--- src/rtl/alu_pkg.sv ---
// Function codes shared by the EX-stage ALU, divider and multiplier,
// plus the multiplier FSM state type.
package alu_pkg;
  typedef logic [5:0] func_t;

  localparam func_t MULTU = 6'b011001;
  localparam func_t MULT  = 6'b011000;
  localparam func_t DIVU  = 6'b011011;
  localparam func_t OUT   = 6'b111111;
  localparam func_t AND   = 6'b100100;
  localparam func_t OR    = 6'b100101;
  localparam func_t ADD   = 6'b100000;
  localparam func_t SUB   = 6'b100010;
  localparam func_t SRL   = 6'b000010;
  localparam func_t SLT   = 6'b101010;

  typedef enum logic [1:0] {
    IDLE = 2'd0,
    RUN  = 2'd1,
    FIX  = 2'd2,
    DONE = 2'd3
  } mult_state_t;
endpackage

--- src/rtl/seq_multiplier_if.sv ---
// Command/result bundle between the EX stage (master) and the multiplier (slave).
interface seq_multiplier_if
  import alu_pkg::*;
#(
  parameter int WIDTH = 32
);
  logic [WIDTH-1:0]   dataA;
  logic [WIDTH-1:0]   dataB;
  func_t              Signal;
  logic [2*WIDTH-1:0] dataOut;
  logic               busy;
  logic               done;

  modport master (output dataA, dataB, Signal, input dataOut, busy, done);
  modport slave  (input dataA, dataB, Signal, output dataOut, busy, done);
endinterface

--- src/rtl/seq_multiplier.sv ---
// Sequential WIDTHxWIDTH shift-add multiplier producing {HI, LO}.
// Define SEQ_MULT_SIGNED_EN to accept MULT (sign fix-up through a FIX state).
module seq_multiplier
  import alu_pkg::*;
#(
  parameter int WIDTH = 32
) (
  input  logic             clk,
  input  logic             reset,
  seq_multiplier_if.slave  bus
);
  localparam int CW = $clog2(WIDTH);

  mult_state_t        state, state_n;
  logic [2*WIDTH-1:0] acc, acc_n;
  logic [WIDTH-1:0]   mcand, mcand_n;
  logic [CW-1:0]      cnt, cnt_n;
  logic [2*WIDTH-1:0] dout, dout_n;
  logic [WIDTH:0]     sum;
`ifdef SEQ_MULT_SIGNED_EN
  logic               neg, neg_n;
`endif

  always_ff @(posedge clk) begin
    if (reset) begin
      state <= IDLE;
      acc   <= '0;
      mcand <= '0;
      cnt   <= '0;
      dout  <= '0;
`ifdef SEQ_MULT_SIGNED_EN
      neg   <= 1'b0;
`endif
    end else begin
      state <= state_n;
      acc   <= acc_n;
      mcand <= mcand_n;
      cnt   <= cnt_n;
      dout  <= dout_n;
`ifdef SEQ_MULT_SIGNED_EN
      neg   <= neg_n;
`endif
    end
  end

  always_comb begin
    state_n = state;
    acc_n   = acc;
    mcand_n = mcand;
    cnt_n   = cnt;
    dout_n  = dout;
`ifdef SEQ_MULT_SIGNED_EN
    neg_n   = neg;
`endif
    // Upper half plus optional multiplicand; the carry becomes the new MSB
    // once {sum, low} shifts right by one.
    sum = {1'b0, acc[2*WIDTH-1:WIDTH]} + {1'b0, (acc[0] ? mcand : '0)};

    case (state)
      IDLE, DONE: begin
        if (state == DONE) state_n = IDLE;
        if (bus.Signal == MULTU) begin
          mcand_n = bus.dataA;
          acc_n   = {{WIDTH{1'b0}}, bus.dataB};
          cnt_n   = '0;
          state_n = RUN;
`ifdef SEQ_MULT_SIGNED_EN
          neg_n   = 1'b0;
        end else if (bus.Signal == MULT) begin
          mcand_n = bus.dataA[WIDTH-1] ? (~bus.dataA + 1'b1) : bus.dataA;
          acc_n   = {{WIDTH{1'b0}},
                     (bus.dataB[WIDTH-1] ? (~bus.dataB + 1'b1) : bus.dataB)};
          cnt_n   = '0;
          state_n = RUN;
          neg_n   = bus.dataA[WIDTH-1] ^ bus.dataB[WIDTH-1];
`endif
        end else if (bus.Signal == OUT) begin
          dout_n = acc;
        end
      end
      RUN: begin
        acc_n = {sum, acc[WIDTH-1:1]};
        cnt_n = cnt + CW'(1);
        if (cnt == CW'(WIDTH-1)) begin
`ifdef SEQ_MULT_SIGNED_EN
          state_n = FIX;
`else
          state_n = DONE;
`endif
        end
      end
`ifdef SEQ_MULT_SIGNED_EN
      FIX: begin
        if (neg) acc_n = ~acc + 1'b1;
        state_n = DONE;
      end
`endif
      default: state_n = IDLE;
    endcase
  end

`ifdef SEQ_MULT_SIGNED_EN
  assign bus.busy = (state == RUN) || (state == FIX);
`else
  assign bus.busy = (state == RUN);
`endif
  assign bus.done    = (state == DONE);
  assign bus.dataOut = dout;
endmodule

--- src/flat_wrapper.sv ---
// flat-port wrapper written by rule: the top's interface ports become plain ports
module seq_multiplier_flat import alu_pkg::*;
#(
  parameter int WIDTH = 32
)
  (clk, reset, bus_dataA, bus_dataB, bus_Signal, bus_dataOut, bus_busy, bus_done);
  seq_multiplier_if #(.WIDTH(WIDTH)) bus_i ();
  input  logic clk;
  input  logic reset;
  input wire logic [$bits(bus_i.dataA)-1:0] bus_dataA;
  input wire logic [$bits(bus_i.dataB)-1:0] bus_dataB;
  input wire logic [$bits(bus_i.Signal)-1:0] bus_Signal;
  output wire logic [$bits(bus_i.dataOut)-1:0] bus_dataOut;
  output wire logic [$bits(bus_i.busy)-1:0] bus_busy;
  output wire logic [$bits(bus_i.done)-1:0] bus_done;
  assign bus_i.dataA = bus_dataA;
  assign bus_i.dataB = bus_dataB;
  assign bus_i.Signal = bus_Signal;
  assign bus_dataOut = bus_i.dataOut;
  assign bus_busy = bus_i.busy;
  assign bus_done = bus_i.done;
  seq_multiplier #(.WIDTH(WIDTH)) u_core (.clk(clk), .reset(reset), .bus(bus_i));
endmodule
--- config.mk ---
export PLATFORM = sky130hd
export DESIGN_NAME = seq_multiplier_flat
export DESIGN_NICKNAME = d
export VERILOG_FILES = /design/src/rtl/alu_pkg.sv /design/src/rtl/seq_multiplier_if.sv /design/src/rtl/seq_multiplier.sv /design/src/flat_wrapper.sv
export SDC_FILE = /design/constraint.sdc
export NUM_CORES = 1
export LEC_CHECK = 0
export CORE_MARGIN = 2
export CORE_UTILIZATION = 52
export DETAILED_ROUTE_END_ITERATION = 12
export GPL_ROUTABILITY_DRIVEN = 0
export PLACE_DENSITY = 0.78
export SLEW_MARGIN = 30
export SYNTH_ARGS = -nofsm -noshare
export SYNTH_HDL_FRONTEND = slang
export SYNTH_SLANG_ARGS = --single-unit
export TNS_END_PERCENT = 30
--- constraint.sdc ---
create_clock -name clk -period 3.8 [get_ports clk]
set_input_delay 0.76 -clock clk [delete_from_list [all_inputs] [get_ports clk]]
set_output_delay 0.76 -clock clk [all_outputs]
set_load 0.02 [all_outputs]
Yosys cells after proc, flatten, opt, wreduce, memory -nomap -nowiden

Index checks and enable logic that the tools add are counted.
W data, S select, Z words.

Output and inout bits: 66
Flip-flop bits (word level): 167
Input bits: 72

Multiplexer cells: 9
Eq/ne operators: 8
$add $sub $neg: 2
Reduce and logical (&&, ||, !) cells: 7
Bitwise gates (word level): 1

Operator list:

| cell                  | count |
|---|---|
| $pmux W64 S2          | 1 |
| $mux W64              | 1 |
| $add A32 B32 Y33      | 1 |
| $mux W32              | 1 |
| $pmux W5 S2           | 1 |
| $eq A6 B5 Y1 const B  | 1 |
| $eq A6 B6 Y1 const B  | 1 |
| $mux W2               | 3 |
| $reduce_and A2 Y1     | 3 |
| $add A5 B1 Y5 const B | 1 |
| $eq A5 B5 Y1 const B  | 1 |
| $mux W5               | 1 |
| $ne A2 B1 Y1 const B  | 2 |
| $pmux W2 S2           | 1 |
| $ne A3 B2 Y1 const B  | 1 |
| $reduce_and A3 Y1     | 1 |
| $eq A2 B1 Y1 const B  | 1 |
| $eq A2 B2 Y1 const B  | 1 |
| $logic_not A2 Y1      | 1 |
| $reduce_bool A2 Y1    | 1 |
| $reduce_or A2 Y1      | 1 |
| $not A1 Y1            | 1 |

Longest topological paths before layout

Gate-level depths: netlist of the first run.

Depth in word-level cells: 4
Mapped depth: 12
Gate-level depth less buffers: 11

Worst setup path before layout of the first run

OpenSTA, ideal clock, no wires.

Kind: register to register
Start: register u_core.acc[0]
End: register u_core.acc[61]
Slack: 1.008 ns
Data required time: 3.683 ns
Path buffers: 1
Library setup time: 0.117 ns
Arrival time: 2.674 ns
Cell stages (with the launch flop): 13
Cell sequence: dfxtp_1 > clkbuf_1 > and2_1 > ha_1 > inv_1 > fa_1 > nand2b_1 > a21o_1 > a21oi_1 > a21oi_2 > o41ai_1 > o21ai_0 > a32o_1

Word-level cells in the longest chain between the ends: 3

RTL lines:

| element                  | RTL line             | source |
|---|---|---|
| start: declaration       | seq_multiplier.sv:15 | `logic [2*WIDTH-1:0] acc, acc_n;` |
| start signal: assignment | seq_multiplier.sv:36 | `acc <= acc_n;` |
| $mux W32                 | seq_multiplier.sv:57 | `sum = {1'b0, acc[2*WIDTH-1:WIDTH]} + {1'b0, (acc[0] ? mcand : '0)};` |
| $add A32 B32 Y33         | seq_multiplier.sv:57 |  |
| $pmux W64 S2             | seq_multiplier.sv:59 | `case (state)` |

No other way between the ends.
A chain may end at the register's enable or synchronous reset.

Worst setup path in the final report of the first run

Ends and elaborated chain as after synthesis.

==> results_dict.tcl, run 1 <==
set metrics [dict create \
    worst_pin_slew_ns 0.786 \
    worstHoldPathType "register to register" \
    startpoint_type "register" \
    max_freq_ghz 0.346 \
    cts_htree_levels 4 \
    antenna_cells 0 \
    synth-async-reset-ratio_pct 0 \
    finalSetupTns_ns 0 \
    layout_common_cells "nand2_1 (247), dfxtp_1 (167), clkdlybuf4s50_1 (136), a21oi_1 (134), nor2_1 (73)" \
    drt_iter0_drc 424 \
    synth_cells 1031 \
    wire_per_inst_um 14.7 \
    start_util_pct 53.6 \
    synth_cell_types 67 \
    synth_edf_count 0 \
    min-delay-start "u_core.mcand[30]" \
    synth_area_leaders "dfxtp_1 (41%), nand2_1 (11%), a21oi_1 (8.2%)" \
    final_common_cell "nand2_1" \
    ir_drop_v 0.000262 \
    seq_area_frac_synth_pct 40.9 \
    io-pin-count 138 \
    cts_setup_buffers 0 \
    synth.cell_area_um2 8170 \
    synth_largest_area_cell "dfxtp_1" \
    cts_max_path_buffers 2 \
    synth_nets 1142 \
    cp_cell_sequence "and2_1 -> ha_1 -> inv_1 -> fa_1 -> nand2b_1 -> a21o_1 -> a21oi_1 -> a21oi_2 -> o41ai_1 -> o21ai_0 -> a32o_1" \
    hpwlAfterDp_mm 13.5 \
    cts_resized 0 \
    ant_nets 0 \
    nets 1241 \
    crit_required_ns 4.12 \
    fp-row-count 45 \
    setup.worst_path.start "u_core.acc[0]" \
    status "completed" \
    hold_viol_final 0 \
    route.detailed.drc 0 \
    die_h_um 129 \
    arrival_ns 3.21 \
    r2r_start "u_core.acc[0]" \
    vias 7391 \
    tritoncts "built" \
    skew_ns 0.00898 \
    p_per_area_nw_per_um2 360 \
    path_class "register to register" \
    cts_buffers 17 \
    postCtsHoldBufs 0 \
    wirelength_mm 19.9 \
    rsz0062_at_grt "no" \
    period_share_pct 76.0 \
    max_cap_violations 0 \
    cts.sinks 167 \
    antenna_found_initial 0 \
    setup_violations 0 \
    clock_latency_ns 0.43 \
    p_leak_uw 0.00359 \
    crit_fanout 4 \
    ys_ff_latch 167 \
    track_usage_pct 23.8 \
    relSlewSlack_pct 47.6 \
    min_period_ns 2.89 \
    cts_root_buffer "clkbuf_16" \
    slew_violations 0 \
    grt_max_degree 79 \
    holdWs_ns 0.450 \
    grt_pass1_wl_mm 32.3 \
    avgSynthCellArea_um2 7.93 \
    die_w_um 129 \
    coreArea_um2 15300 \
    cp_slowest_cell "o41ai_1" \
    syn_to_final_growth_pct 25.6 \
    drive_above_1_share_pct 5.25 \
    synth.top_cell.area_share_pct 40.9 \
    die_area_um2 16700 \
    synth_warnings 0 \
    first_global_vias 6760 \
    worst_setup_path_end_kind "register" \
    drtPass1Iterations 5 \
    io_buffers 137 \
    critPathMaxStageDelay_ns 0.47 \
    clk_pin_slew_ns 0.06 \
    vias_per_cell 5.46 \
    grt_overflow 0 \
    synth_flop_cell "dfxtp_1" \
]
## synthesized netlist by cell type (9+ instances only)
| library cell | count |
|---|---|
| a22oi_1 | 13 |
| a211oi_1 | 38 |
| xnor2_1 | 13 |
| mux2i_1 | 35 |
| o21ai_0 | 23 |
| nand2_1 | 247 |
| a21oi_1 | 134 |
| a21o_1 | 9 |
| o21ai_1 | 16 |
| dfxtp_1 | 167 |
| ha_1 | 38 |
| and2_1 | 34 |
| inv_1 | 12 |
| nand4_1 | 13 |
| nor2_1 | 74 |
| clkbuf_1 | 59 |
| xor2_1 | 10 |
| nand3_1 | 12 |
## final timing paths
check	cells after the start	slack, ns	to
worst max register to register	11	0.91	u_core.acc[61]
worst min-delay path	2	0.45	u_core.mcand[30]
worst max-delay path	11	0.91	u_core.acc[61]
worst min register to register	2	0.45	u_core.mcand[30]
## flip-flops by register name, summed over array words and instances, names as in the netlist
register / cells
u_core.bus.dataOut: 64
u_core.state: 2
u_core.acc: 64
u_core.cnt: 5
u_core.mcand: 32
## report_power, final
part           switching, uW  internal (uW)  leakage, uW  total [uW]
registers               4.82           1760      0.00135        1760
clock network            730           1060     0.000286        1790
logic                   67.2           82.8      0.00196         150
total                    802           2900      0.00359        3700
## critical path, delay by kind of cell, from the launching register on
| kind | cells | cell delay (ns) |
|---|---|---|
| compound gates | 6 | 1.47 |
| fa+ha+maj | 2 | 0.56 |
| buf+inv | 1 | 0.07 |
| flops | 1 | 0.34 |
| simple gates | 2 | 0.33 |
## per-layer routing
layer	wire [um]	track usage, %	vias up
met1	9320	32.1	3381
met4	484	9.14	0
li1	-	-	3788
met5	0	0	-
met2	9170	38.2	189
met3	922	4.17	33
## layout make-up
cell class,instances,area [um2]
clock buffers,18,439
fillers,1318,4990
multi-input cells,783,4530
inverters,12,45.0
well taps,211,264
repair buffers,149,1470
flip-flops and latches,167,3340
clock inverters,13,173
## metrics by stage
| stage | worst slack [ns] | cells | total power (uW) | utilization [%] | area, um2 |
|---|---|---|---|---|---|
| after floorplan | 1.01 | 1031 | 1860 | - | 8170 |
| after global placement | 0.827 | 1322 | 1950 | 63.3 | 9650 |
| after detailed placement | 0.795 | 1322 | 1950 | 63.3 | 9650 |
| after CTS | 0.963 | 1353 | 3730 | 67.3 | 10300 |
| after global routing | 0.725 | 1353 | 3810 | 67.3 | 10300 |
| final | 0.914 | 1353 | 3700 | 67.3 | 10300 |
## cell families after synthesis
kind of cell,count (synthesis),share of synthesized area [%]
adders and majority gates,39,6.06
buffers and inverters,81,3.83
xor gates and xnor gates,23,2.46
muxes,35,4.29
and+or+nand+nor,407,21.3
AOI/OAI and AO/OA,279,21.1
DFF,167,40.9
No activity file was read; power rests on OpenSTA's default activity.
==> inputs of run 2 (changes only) <==
==> constraint.sdc (replaced) <==
create_clock -name clk -period 2.9 [get_ports clk]
set_input_delay 0.58 -clock clk [delete_from_list [all_inputs] [get_ports clk]]
set_output_delay 0.58 -clock clk [all_outputs]
set_load 0.02 [all_outputs]
==> results_dict.tcl, run 2 (synthesis results as in run 1) <==
set metrics [dict create \
    status "completed" \
    wirelength_mm 20.4 \
    hold_viol_final 0 \
    setup_violations 0 \
    io-pin-count 138 \
    die_w_um 129 \
    clock_latency_ns 0.43 \
    worst_setup_path_end_kind "register" \
    arrival_ns 3.00 \
    crit_buf_inv 1 \
    io_buffers 137 \
    postCtsHoldBufs 0 \
    dr_wl_met3_um 980 \
    clk_pin_slew_ns 0.06 \
    antenna_cells 0 \
    hpwlAfterDp_mm 14.2 \
    wire_per_inst_um 14.9 \
    max_freq_ghz 0.368 \
    nets 1251 \
    period_share_pct 93.7 \
    vias_per_cell 5.54 \
    worst_pin_slew_ns 0.655 \
    crit_required_ns 3.18 \
    tritoncts "built" \
    relSlewSlack_pct 55.9 \
    postLayoutSetupSlackWorst_ns 0.184 \
    cts.sinks 167 \
    cts_setup_buffers 0 \
    crit_fanout 16 \
    cp_cell_sequence "buf_4 -> and2_1 -> ha_1 -> o21ai_1 -> a221oi_2 -> a21boi_2 -> a211oi_2 -> o21ai_1 -> a222oi_1 -> a311oi_1" \
    path_class "register to register" \
    ir_drop_v 0.000430 \
    coreArea_um2 15300 \
    cts_buffers 17 \
    drive_above_1_share_pct 6.25 \
    drtPass1Iterations 5 \
    cp_slowest_cell "a211oi_2" \
    path_delay_family "compound AO/OA/AOI/OAI gates" \
    die_h_um 129 \
    crit_top_cell "o21ai_1" \
    ant_nets 0 \
    finalSetupTns_ns 0 \
    fillers 1302 \
    regArea_um2 3340 \
    final_common_cell "nand2_1" \
    min_period_ns 2.72 \
    p_per_area_nw_per_um2 454 \
    max_cap_violations 0 \
    slew_violations 0 \
    cts_root_buffer "clkbuf_16" \
    grt_max_degree 144 \
    p_leak_uw 0.00365 \
    vias 7551 \
    layout_common_cells "nand2_1 (247), dfxtp_1 (167), clkdlybuf4s50_1 (136), a21oi_1 (134), nor2_1 (73)" \
    track_usage_pct 24.6 \
    multiInputGateArea_um2 4540 \
    critPathMaxStageDelay_ns 0.41 \
    start_util_pct 53.6 \
    syn_to_final_growth_pct 26.5 \
    drt_iter0_drc 566 \
    first_global_vias 6896 \
    met2WireLength_mm 9.30 \
    route.detailed.drc 0 \
    worstHoldPathType "input port to register" \
    skew_ns 0.00724 \
    holdWs_ns 0.374 \
    cts_htree_levels 4 \
    grt_pass1_wl_mm 33.3 \
    top_layer "met4" \
    met1_length_mm 9.61 \
    startpoint_type "register" \
    grt_overflow 0 \
    rsz0062_at_grt "no" \
    cts_max_path_buffers 2 \
    antenna_found_initial 0 \
    fp-row-count 45 \
    die_area_um2 16700 \
    post-place-ws_ns 0.208 \
]
-- run 2: cell count changes in the layout (fill, tap and decap cells not counted) --
cell	change
buf_4	+8
clkbuf_8	+3
clkinv_2	+3
buf_12	+2
bufinv_16	-2
clkinvlp_4	-2
inv_6	-2
a211oi_1	-1
a211oi_2	+1
o41ai_1	-1
o41ai_2	+1
-- run 2: path summary, 6_finish.rpt --
check,slack (ns),from,depth (start not counted),endpoint
hold reg to reg,0.45,u_core.bus.dataOut[28],2,u_core.bus.dataOut[28]
hold / removal,0.37,reset,2,u_core.mcand[0]
setup reg to reg,0.18,u_core.acc[0],10,u_core.acc[60]
setup / recovery,0.18,u_core.acc[0],10,u_core.acc[60]
-- run 2: through the flow --
| step | instances | util (%) | total power (uW) | instance area (um2) |
|---|---|---|---|---|
| 5_1_grt | 1363 | 67.8 | 4850 | 10300 |
| 4_1_cts | 1363 | 67.7 | 4730 | 10300 |
| 3_5_place_dp | 1332 | 63.9 | 2560 | 9750 |
| 2_1_floorplan | 1031 | - | 2440 | 8170 |
| 6_report | 1363 | 67.8 | 4700 | 10300 |
| 3_3_place_gp | 1332 | 63.9 | 2560 | 9750 |
-- run 2: layout make-up --
type	count	area share (%)
multi-input combinational	783	43.9
clock inverter	10	0.920
clock buffer	21	4.65
sequential	167	32.3
tap	211	2.55
timing repair buffer	159	15.2
inverter	12	0.436
-- run 2: worst reg2reg max path, delay by kind of cell (launching register included) --
| family | cells | cell delay (ns) |
|---|---|---|
| compound gates | 7 | 1.54 |
| fa+ha+maj | 1 | 0.39 |
| flops | 1 | 0.32 |
| buf+inv | 1 | 0.18 |
| simple gates | 1 | 0.15 |
-- run 2: per-layer routing --
layer / GRT usage, % / vias to the layer above
li1: - / 3800
met1: 33.6 / 3517
met2: 39.1 / 198
met3: 4.05 / 36
met4: 9.65 / 0
met5: 0 / -
-- run 2: timing repair --
item                       4_1_cts  5_1_grt
setup endpoints to repair        0        1
hold endpoints to repair         0        0
resized for setup                0        2
-- run 2: report_power, final --
part	switching (uW)	internal [uW]
clock network	917	1270
registers	6.53	2300
logic	88.0	111
total	1010	3680
==> inputs of run 3 (changes only) <==
--- a/config.mk
+++ b/config.mk
@@ -5,11 +5,13 @@
 export SDC_FILE = /design/constraint.sdc
 export NUM_CORES = 1
 export LEC_CHECK = 0
+export ABC_AREA = 1
 export CORE_MARGIN = 2
 export CORE_UTILIZATION = 52
 export DETAILED_ROUTE_END_ITERATION = 12
 export GPL_ROUTABILITY_DRIVEN = 0
 export PLACE_DENSITY = 0.78
+export RECOVER_POWER = 100
 export SLEW_MARGIN = 30
 export SYNTH_ARGS = -nofsm -noshare
 export SYNTH_HDL_FRONTEND = slang
==> results_dict.tcl, run 3 <==
set metrics [dict create \
    vias 8836 \
    vias_per_cell 5.13 \
    p_leak_uw 0.00522 \
    syn_to_final_growth_pct 22.9 \
    clock_latency_ns 0.44 \
    regArea_um2 3340 \
    coreArea_um2 16600 \
    arrival_ns 2.81 \
    worstHoldPathType "register to register" \
    critPathMaxStageDelay_ns 0.52 \
    crit_required_ns 3.18 \
    seq_area_frac_synth_pct 37.6 \
    avgSynthCellArea_um2 6.44 \
    ir_drop_v 0.000409 \
    worst_pin_slew_ns 1.19 \
    slew_violations 0 \
    die_w_um 135 \
    skew_ns 0.00913 \
    multiInputGateArea_um2 4510 \
    cts_buffers 17 \
    antenna_cells 0 \
    antenna_found_initial 0 \
    cts_setup_buffers 0 \
    cts_root_buffer "clkbuf_16" \
    ys_ff_latch 167 \
    synth_edf_count 0 \
    grt_overflow 0 \
    route.detailed.drc 0 \
    cts_resized 0 \
    cts.sinks 167 \
    die_h_um 135 \
    cts_max_path_buffers 2 \
    crit_fanout 35 \
    grt_pass1_wl_mm 37.9 \
    synth.most_common_cell "nand2_1" \
    io_buffers 137 \
    first_global_vias 8249 \
    drt_iter0_drc 541 \
    wirelength_mm 22.6 \
    cp_slowest_cell "dlygate4sd3_1" \
    synth_nets 1491 \
    hpwlAfterDp_mm 16.2 \
    synth_largest_area_cell "dfxtp_1" \
    max_cap_violations 0 \
    status "completed" \
    clk_pin_slew_ns 0.07 \
    final_core_util_pct 65.6 \
    io-pin-count 138 \
    setup_violations 0 \
    fillers 1522 \
    cp_cell_sequence "dlygate4sd3_1 -> inv_1 -> nor4_4 -> nand3_1 -> nand2_4 -> inv_1 -> o21ai_0 -> a21oi_1" \
    tritoncts "built" \
    stdcell_area_um2 10900 \
    max_freq_ghz 0.396 \
    layout_common_cells "nand2_1 (382), inv_1 (192), nor2_1 (182), dfxtp_1 (167), o21ai_0 (130)" \
    die_area_um2 18100 \
    track_usage_pct 25.4 \
    yosys-top-cells-count "nand2_1 (382), inv_1 (191), nor2_1 (182), dfxtp_1 (167), a21oi_1 (93)" \
    relSlewSlack_pct 20.4 \
    postCtsHoldBufs 0 \
    synth_cells 1380 \
    synth_area_leaders "dfxtp_1 (38%), nand2_1 (16%), inv_1 (8.1%)" \
    cts_htree_levels 4 \
    crit_top_cell "inv_1" \
    synth_warnings 0 \
    nets 1602 \
    synth_cell_types 32 \
    drtPass1Iterations 7 \
    synth.cell_area_um2 8880 \
    fp-row-count 47 \
    synth_flop_cell "dfxtp_1" \
    period_share_pct 87.2 \
    min_period_ns 2.53 \
    startpoint_type "input port" \
    drive_above_1_share_pct 4.12 \
    place_area_um2 10400 \
    start_util_pct 53.4 \
    grt_max_degree 89 \
    synth.top_cell.area_share_pct 37.6 \
    synth-async-reset-ratio_pct 0 \
    hold_viol_final 0 \
    worst_setup_path_end_kind "register" \
    finalSetupTns_ns 0 \
    path_class "input port to register" \
    final_common_cell "nand2_1" \
    rsz0062_at_grt "no" \
    ant_nets 0 \
    p_per_area_nw_per_um2 499 \
    wire_per_inst_um 13.1 \
]
-- run 3: cells by family after synthesis --
kind of cell	Yosys count	synth area share (%)
buffers and inverters	255	11.6
flip-flops	167	37.6
AND/OR/NAND/NOR	653	29.6
AO/OA/AOI/OAI	265	15.5
adder cells (fa/ha/maj)	39	5.58
XOR/XNOR	1	0.0986
-- run 3: power by group --
group	internal [uW]	total (uW)	leakage, uW	switching (uW)
Combinational	270	693	0.00360	423
Sequential	2430	2520	0.00135	94.7
Clock	1140	2230	0.000274	1080
-- run 3: path summary, 6_finish.rpt --
| check | startpoint | endpoint | slack [ns] | cells after the start |
|---|---|---|---|---|
| worst min-delay path | u_core.mcand[17] | u_core.mcand[17] | 0.44 | 2 |
| worst min register to register | u_core.mcand[17] | u_core.mcand[17] | 0.44 | 2 |
| worst max-delay path | bus_Signal[4] | u_core.acc[33] | 0.37 | 8 |
| worst max register to register | u_core.acc[0] | u_core.acc[59] | 0.47 | 15 |
-- run 3: worst max-delay path, delay by kind of cell --
kind | cells | cell delay [ns]
AOI/OAI and AO/OA | 2 | 0.46
and+or+nand+nor | 3 | 0.66
buffers and inverters | 3 | 1.11
-- run 3: final cells by class --
cell class / count / area share [%]
Timing Repair Buffer: 152 / 13.5
Inverter: 195 / 6.73
Sequential cell: 167 / 30.6
Multi-Input combinational cell: 958 / 41.3
Clock inverter: 15 / 1.47
Tap cell: 220 / 2.52
Clock buffer: 17 / 3.90
-- run 3: metrics by stage --
stage / power (uW) / setup WS, ns / cells / hold slack [ns]
finish: 5450 / 0.372 / 1724 / 0.445
global route: 5670 / 0.213 / 1724 / 0.459
CTS: 5500 / 0.487 / 1724 / 0.448
detailed placement: 3290 / 0.417 / 1692 / 0.436
global placement: 3280 / 0.460 / 1692 / 0.432
floorplan: 3020 / 0.553 / 1380 / 0.424
-- run 3: per-layer routing --
metal	routed length (um)	GRT usage (%)	up-vias	share of wire, %
met5	0	0	-	0
met4	451	8.60	0	2.0
met1	10100	32.1	3938	44
met2	10700	43.5	285	47
li1	-	-	4580	-
met3	1390	4.58	33	6.2
